[config.mk]
export PLATFORM = sky130hd
export DESIGN_NAME = jtpang_busarb
export DESIGN_NICKNAME = d
export VERILOG_FILES = /design/src/rtl/jtpang_busarb.sv
export SDC_FILE = /design/constraint.sdc
export NUM_CORES = 1
export LEC_CHECK = 0
export BUFFER_PORTS_ARGS = -buffer_cell sky130_fd_sc_hd__buf_2
export CAP_MARGIN = 40
export CORE_MARGIN = 3
export CORE_UTILIZATION = 48
export DETAILED_ROUTE_END_ITERATION = 10
export MAX_ROUTING_LAYER = met4
export PLACE_DENSITY = 0.79
export SKIP_CTS_REPAIR_TIMING = 1
export SLEW_MARGIN = 30
export SYNTH_ARGS = -nofsm -noshare
export SYNTH_HDL_FRONTEND = slang
export SYNTH_SLANG_ARGS = --single-unit
[constraint.sdc]
create_clock -name clk -period 2.1 [get_ports clk]
set_clock_uncertainty 0.15 [all_clocks]
set_input_delay 0.315 -clock clk [delete_from_list [all_inputs] [get_ports clk]]
set_output_delay 0.315 -clock clk [all_outputs]
set_load 0.05 [all_outputs]
[src/rtl/jtpang_busarb.sv]
// CPU/DMA VRAM bus arbiter: stalls the CPU clock enable, waits for an idle bus, then grants VRAM to DMA.
// Grant lands GRANT_DLY cen_in ticks after the bus is idle; release costs one suppressed CPU tick.
module jtpang_busarb #(
   parameter int         GRANT_DLY = 2,
   parameter int         MAXHOLD   = 1023,
   parameter logic [2:0] DMA_MSB   = 3'b110
)(
   input  logic        clk,
   input  logic        rst,
   input  logic        cen_in,
   output logic        cpu_cen,
   input  logic        mreq_n,
   input  logic        iorq_n,
   input  logic        busrq,
   output logic        busak_n,
   input  logic [11:0] cpu_addr,
   input  logic        cpu_vram_cs,
   input  logic        wr_n,
   input  logic [8:0]  dma_addr,
   output logic [11:0] vram_addr,
   output logic        vram_cs,
   output logic        vram_we,
   output logic        timeout
);

   localparam int             SW          = (GRANT_DLY > 1) ? $clog2(GRANT_DLY) : 1;
   localparam logic [SW-1:0]  SETTLE_LAST = SW'((GRANT_DLY > 0) ? GRANT_DLY - 1 : 0);
   localparam logic [9:0]     HOLD_MAX    = 10'(MAXHOLD);

   typedef enum logic [2:0] {
      IDLE,
      WAIT_BUS,
      SETTLE,
      GRANT,
      RELEASE
   } state_t;

   state_t          state;
   logic [SW-1:0]   settle_cnt;
   logic [9:0]      hold_cnt;
   logic            grant;

   always_ff @(posedge clk) begin
      if (rst) begin
         state      <= IDLE;
         busak_n    <= 1'b1;
         timeout    <= 1'b0;
         settle_cnt <= '0;
         hold_cnt   <= '0;
      end else begin
         case (state)
            IDLE: begin
               if (busrq) state <= WAIT_BUS;
            end
            WAIT_BUS: begin
               if (!busrq) begin
                  state <= IDLE;
               end else if (cen_in && mreq_n && iorq_n) begin
                  state      <= SETTLE;
                  settle_cnt <= '0;
               end
            end
            SETTLE: begin
               if (!busrq) begin
                  state      <= IDLE;
                  settle_cnt <= '0;
               end else if (GRANT_DLY == 0 || (cen_in && settle_cnt == SETTLE_LAST)) begin
                  state      <= GRANT;
                  busak_n    <= 1'b0;
                  hold_cnt   <= '0;
                  settle_cnt <= '0;
               end else if (cen_in) begin
                  settle_cnt <= settle_cnt + 1'b1;
               end
            end
            GRANT: begin
               // A watchdog expiry wins over a simultaneous busrq drop so it is never missed
               if (hold_cnt == HOLD_MAX) begin
                  state   <= RELEASE;
                  busak_n <= 1'b1;
                  timeout <= 1'b1;
               end else if (!busrq) begin
                  state   <= RELEASE;
                  busak_n <= 1'b1;
               end else if (cen_in) begin
                  hold_cnt <= hold_cnt + 10'd1;
               end
            end
            RELEASE: begin
               if (cen_in) state <= IDLE;
            end
            default: begin
               state   <= IDLE;
               busak_n <= 1'b1;
            end
         endcase
      end
   end

   assign grant     = (state == GRANT);
   // RELEASE swallows one tick here; IDLE then lets the next one through
   assign cpu_cen   = cen_in & (rst | state == IDLE | state == WAIT_BUS);
   assign vram_addr = grant ? {DMA_MSB, dma_addr} : cpu_addr;
   assign vram_cs   = grant | cpu_vram_cs;
   assign vram_we   = cpu_vram_cs & ~wr_n & ~grant;

endmodule

==> results.json, run 1 <==
{
  "syn_avg_cell_area_um2": 7.18,
  "synth_fp_nets": 190,
  "grt_usage": 0.232,
  "max_cap_violations": 0,
  "dieArea_um2": 3020,
  "fillerInstances": 202,
  "rows": 17,
  "ys_top_cells_by_count": "34 x nand2_1, 16 x dfxtp_1, 9 x inv_1, 9 x nand3_1, 8 x a21oi_1",
  "clkLatencyLatePin_ns": 0.30,
  "vias": 1373,
  "cts_sinks": 16,
  "yosys_register_bits": 16,
  "grt_max_degree": 17,
  "gr-total-overflow": 0,
  "fin_nets": 235,
  "initial_core_util": 0.514,
  "grt_pass1_vias": 1146,
  "dp_hpwl_um": 2440,
  "syn_inst": 160,
  "grt_pass1_wl_um": 5020,
  "async_reset_ff_frac": 0,
  "die_w_um": 54.9,
  "worst-path-buf-inv": 2,
  "drive_gt1_frac": 0.328,
  "vdd_ir_drop_max_v": 0.000616,
  "ys_warn_count": 0,
  "netlist_area_um2": 1150,
  "clk_pin_slew_ns": 0.10,
  "multi_input_area_um2": 748,
  "coreArea_um2": 2230,
  "crit_slowest_cell": "dfxtp_2",
  "yosysMostFrequentCell": "nand2_1",
  "ioPinCount": 46,
  "status": "finished, final reports clean",
  "synth.yosys.seq_area_share": 0.279,
  "required_ns": 1.63,
  "die_y_um": 54.9,
  "cts_root_buffer": "clkbuf_4",
  "worstPathCellList": "and3b_2, buf_12, or2_2, buf_2",
  "yosys.area.top_type_share": 0.279,
  "drt-pass1-iter-count": 4,
  "period_share": 0.965,
  "finalHoldViolations": 0,
  "leakagePower_nw": 0.626,
  "critical_path.max_stage_delay_ns": 0.36,
  "synth_area_leaders": "dfxtp_1 28%, nand2_1 11%, a32o_1 4.4%",
  "cts_buffers": 3,
  "area_growth_pct": 27.0,
  "finalSetupTns_ns": 0,
  "avgViaCountPerCell": 5.92,
  "place.gp.congestion": 0.879,
  "crit_path_max_fanout": 16,
  "timing.fmax_ghz": 0.493,
  "cts_tree": "yes",
  "ant_nets": 0,
  "synth_top_cell_by_area": "dfxtp_1",
  "critPathLaunchType": "flop",
  "hold_path_class": "in2reg",
  "slew_headroom": 0.612,
  "power_density_nw_per_um2": 576,
  "setup_violations": 0,
  "regArea_um2": 323,
  "layout.cells.non_filler": 232,
  "synth_ff_type": "dfxtp_1",
  "crit_family": "simple AND/OR/NAND/NOR gates",
  "slew_viol_final": 0,
  "drc": 0,
  "cts.htree.levels": 1,
  "synth-edff-count": 0,
  "crit_type": "reg2out",
  "final_util": 0.653,
  "port_buffers": 45,
  "ys_types": 39,
  "grt_setup_unrepaired": "no",
  "antennaDiodeCount": 0,
  "antenna_found_initial": 0,
  "arrival_ns": 1.56,
  "routedWlPerCell_um": 14.0,
  "dp_cells": 228,
  "wl_um": 3260,
  "drtIter0Drc": 30,
  "clk_path_buf_depth": 2,
  "endpoint_kind": "primary output",
  "period_minus_slack_ns": 2.03,
  "tightest_slew_ns": 0.574
}
[routing by layer]
metal  part of all wire  track usage
met3              0.045       0.0509
met5                  0            -
met4             0.0049       0.0648
met1               0.43        0.283
met2               0.52        0.386
[cells by family after synthesis]
kind of cell / Yosys count / share of synthesized area
fa+ha+maj: 1 / 0.0109
flops: 16 / 0.279
buf+inv: 20 / 0.0752
simple gates: 78 / 0.343
compound gates: 45 / 0.292
[flip-flops by register name, indices dropped and copies added (netlist names)]
name / count
settle_cnt: 1
busak_n: 1
timeout: 1
hold_cnt: 10
state: 3
[final cells by class]
type,instances,area share
clock buffer,4,0.0249
timing repair buffer,51,0.194
multi-input combinational,124,0.513
inverter,9,0.0232
sequential,16,0.221
tap,28,0.0240
[per-stage QoR]
step / worst slack [ns] / total power [mW] / hold slack, ns / cell area, um^2
after CTS: -0.00204 / 0.840 / 0.242 / 1460
after detailed placement: 0.193 / 0.629 / 0.303 / 1420
after global placement: 0.260 / 0.622 / 0.307 / 1420
after global routing: 0.0135 / 0.885 / 0.270 / 1460
final: 0.0732 / 0.841 / 0.248 / 1460
after floorplan: 0.0529 / 0.541 / 0.330 / 1150
[placed cells by master (no fill, tap or decap), types with 2 or more instances in the layout]
cell       n
o31ai_1    2
a211oi_1   2
dfxtp_1   14
nor3b_1    3
or2_2      3
o2111a_1   2
nor4_1     2
o211ai_1   6
clkbuf_4   3
o21ai_0    7
o21a_1     2
nand4_1    5
a221oi_1   2
buf_4      5
nand3_1    9
a21oi_1    8
inv_1      9
dfxtp_2    2
a31oi_1    2
nor2_1     6
nor2b_1    2
nand2_1   34
buf_2     45
nor3_1     6
a32o_1     5
[where the power goes]
part | switching [mW] | internal, mW
clock network | 0.109 | 0.106
logic | 0.206 | 0.0966
registers | 0.00929 | 0.313
total | 0.325 | 0.516
[path summary, 6_finish.rpt]
check	cells after the start	start	end	slack, ns
setup / recovery	4	state[1]$_SDFFE_PP0P_	vram_cs	0.07
hold / removal	2	busrq	state[0]$_SDFFE_PP0P_	0.25
setup reg to reg	5	state[2]$_SDFFE_PP0P_	hold_cnt[6]$_SDFFE_PP0P_	0.19
hold reg to reg	2	timeout$_SDFFE_PP0P_	timeout$_SDFFE_PP0P_	0.32
No activity file was read; power rests on OpenSTA's default activity.
==> run 2: changes to the inputs <==
- CTS_BUF_LIST: unset -> sky130_fd_sc_hd__clkbuf_8 sky130_fd_sc_hd__clkbuf_16
==> run 2 against run 1 <==
Against the previous run:
- clock-buffer cell count is the same
- combinational power is essentially flat
- final area grew 1.1%
- critical endpoint unchanged
==> results.json, run 2 (synthesis results as in run 1) <==
{
  "cts_root_buffer": "clkbuf_8",
  "drt-pass1-iter-count": 4,
  "required_ns": 1.63,
  "port_buffers": 45,
  "status": "finished, final reports clean",
  "regMostFlops": "hold_cnt",
  "place_area_um2": 1420,
  "finalSetupTns_ns": 0,
  "ant_nets": 0,
  "dieArea_um2": 3020,
  "cts_buffers": 3,
  "fin_ws_ns": 0.0714,
  "largest_reg_flops": 10,
  "antenna_found_initial": 0,
  "cts_tree": "yes",
  "clk_pin_slew_ns": 0.07,
  "die_w_um": 54.9,
  "grt_pass1_vias": 1149,
  "power_uw": 900,
  "crit_type": "reg2out",
  "place_ws_ns": 0.193,
  "drive_gt1_frac": 0.319,
  "routedWlPerCell_um": 14.1,
  "grt_pass1_wl_um": 5010,
  "setup.worst_path.end": "vram_cs",
  "grt_setup_unrepaired": "no",
  "ioPinCount": 46,
  "vias": 1382,
  "r2r_end": "hold_cnt[6]$_SDFFE_PP0P_",
  "tightest_slew_ns": 0.549,
  "crit_path_max_fanout": 16,
  "reg2reg_setup_slack_ns": 0.15,
  "setup_violations": 0,
  "drc": 0,
  "power_density_nw_per_um2": 610,
  "endpoint_kind": "primary output",
  "max_cap_violations": 0,
  "fin_area_um2": 1480,
  "clkLatencyLatePin_ns": 0.25,
  "min_from": "busrq",
  "rows": 17,
  "final_util": 0.661,
  "slew_headroom": 0.630,
  "timing.fmax_ghz": 0.493,
  "drtIter0Drc": 38,
  "coreArea_um2": 2230,
  "die_y_um": 54.9,
  "cts.htree.levels": 1,
  "finalHoldViolations": 0,
  "hold_path_class": "in2reg",
  "antennaDiodeCount": 0,
  "gr-total-overflow": 0,
  "period_minus_slack_ns": 2.03,
  "area_growth_pct": 28.4,
  "initial_core_util": 0.514,
  "vdd_ir_drop_max_v": 0.000511,
  "leakagePower_nw": 0.633,
  "slew_viol_final": 0,
  "clk_path_buf_depth": 2,
  "fin_nets": 235,
  "wl_um": 3280,
  "ff2ff_path_depth": 5,
  "mostFrequentLayoutCell": "buf_2",
  "place.gp.congestion": 0.879,
  "avgViaCountPerCell": 5.96,
  "top_regs": "hold_cnt (10), state (3)",
  "cts_sinks": 16,
  "grt_max_degree": 17,
  "grt_usage": 0.228,
  "r2r_start": "state[2]$_SDFFE_PP0P_",
  "dp_hpwl_um": 2440,
  "period_share": 0.966,
  "final_cell_mix": "45 x buf_2, 34 x nand2_1, 16 x dfxtp_1, 9 x inv_1, 9 x nand3_1",
  "crit_start": "state[2]$_SDFFE_PP0P_",
  "arrival_ns": 1.56,
  "critPathLaunchType": "flop"
}
## run 2: how the worst min path moves through the flow
stage | end | depth (start not counted)
6_report | state[0]$_SDFFE_PP0P_ | 2
5_1_grt | state[0]$_SDFFE_PP0P_ | 2
4_1_cts | state[0]$_SDFFE_PP0P_ | 2
3_5_place_dp | timeout$_SDFFE_PP0P_ | 2
3_3_place_gp | timeout$_SDFFE_PP0P_ | 2
2_1_floorplan | hold_cnt[1]$_SDFFE_PP0P_ | 2
## run 2: worst max-delay path, stage by stage (launching register included)
cell and delay [ns]:
dfxtp_1 0.40, and3b_2 0.28, buf_12 0.16, or2_2 0.26, buf_2 0.21
## run 2: stage by stage
stage	hold WS (ns)	instances
final	0.298	232
after global routing	0.333	232
after CTS	0.295	232
after detailed placement	0.303	228
after global placement	0.307	228
after floorplan	0.330	160
## run 2: layout make-up
cell class	count	area, um^2
fill	198	758
inverter	9	33.8
multi-input combinational	124	748
tap	28	35.0
sequential	16	320
timing repair buffer	51	283
clock buffer	4	55.1
## run 2: where the power goes
| group | internal [mW] | total, mW | leakage (nW) | switching [mW] |
|---|---|---|---|---|
| combinational | 0.0965 | 0.303 | 0.475 | 0.206 |
| sequential | 0.312 | 0.322 | 0.129 | 0.00963 |
| clock | 0.166 | 0.275 | 0.0288 | 0.109 |
| total | 0.575 | 0.900 | 0.633 | 0.324 |
## run 2: metal layers
metal  GRT usage  routed length (um)
met4      0.0405                  10
met3      0.0509                 137
met5           -                   0
met1       0.288                1410
met2       0.378                1720
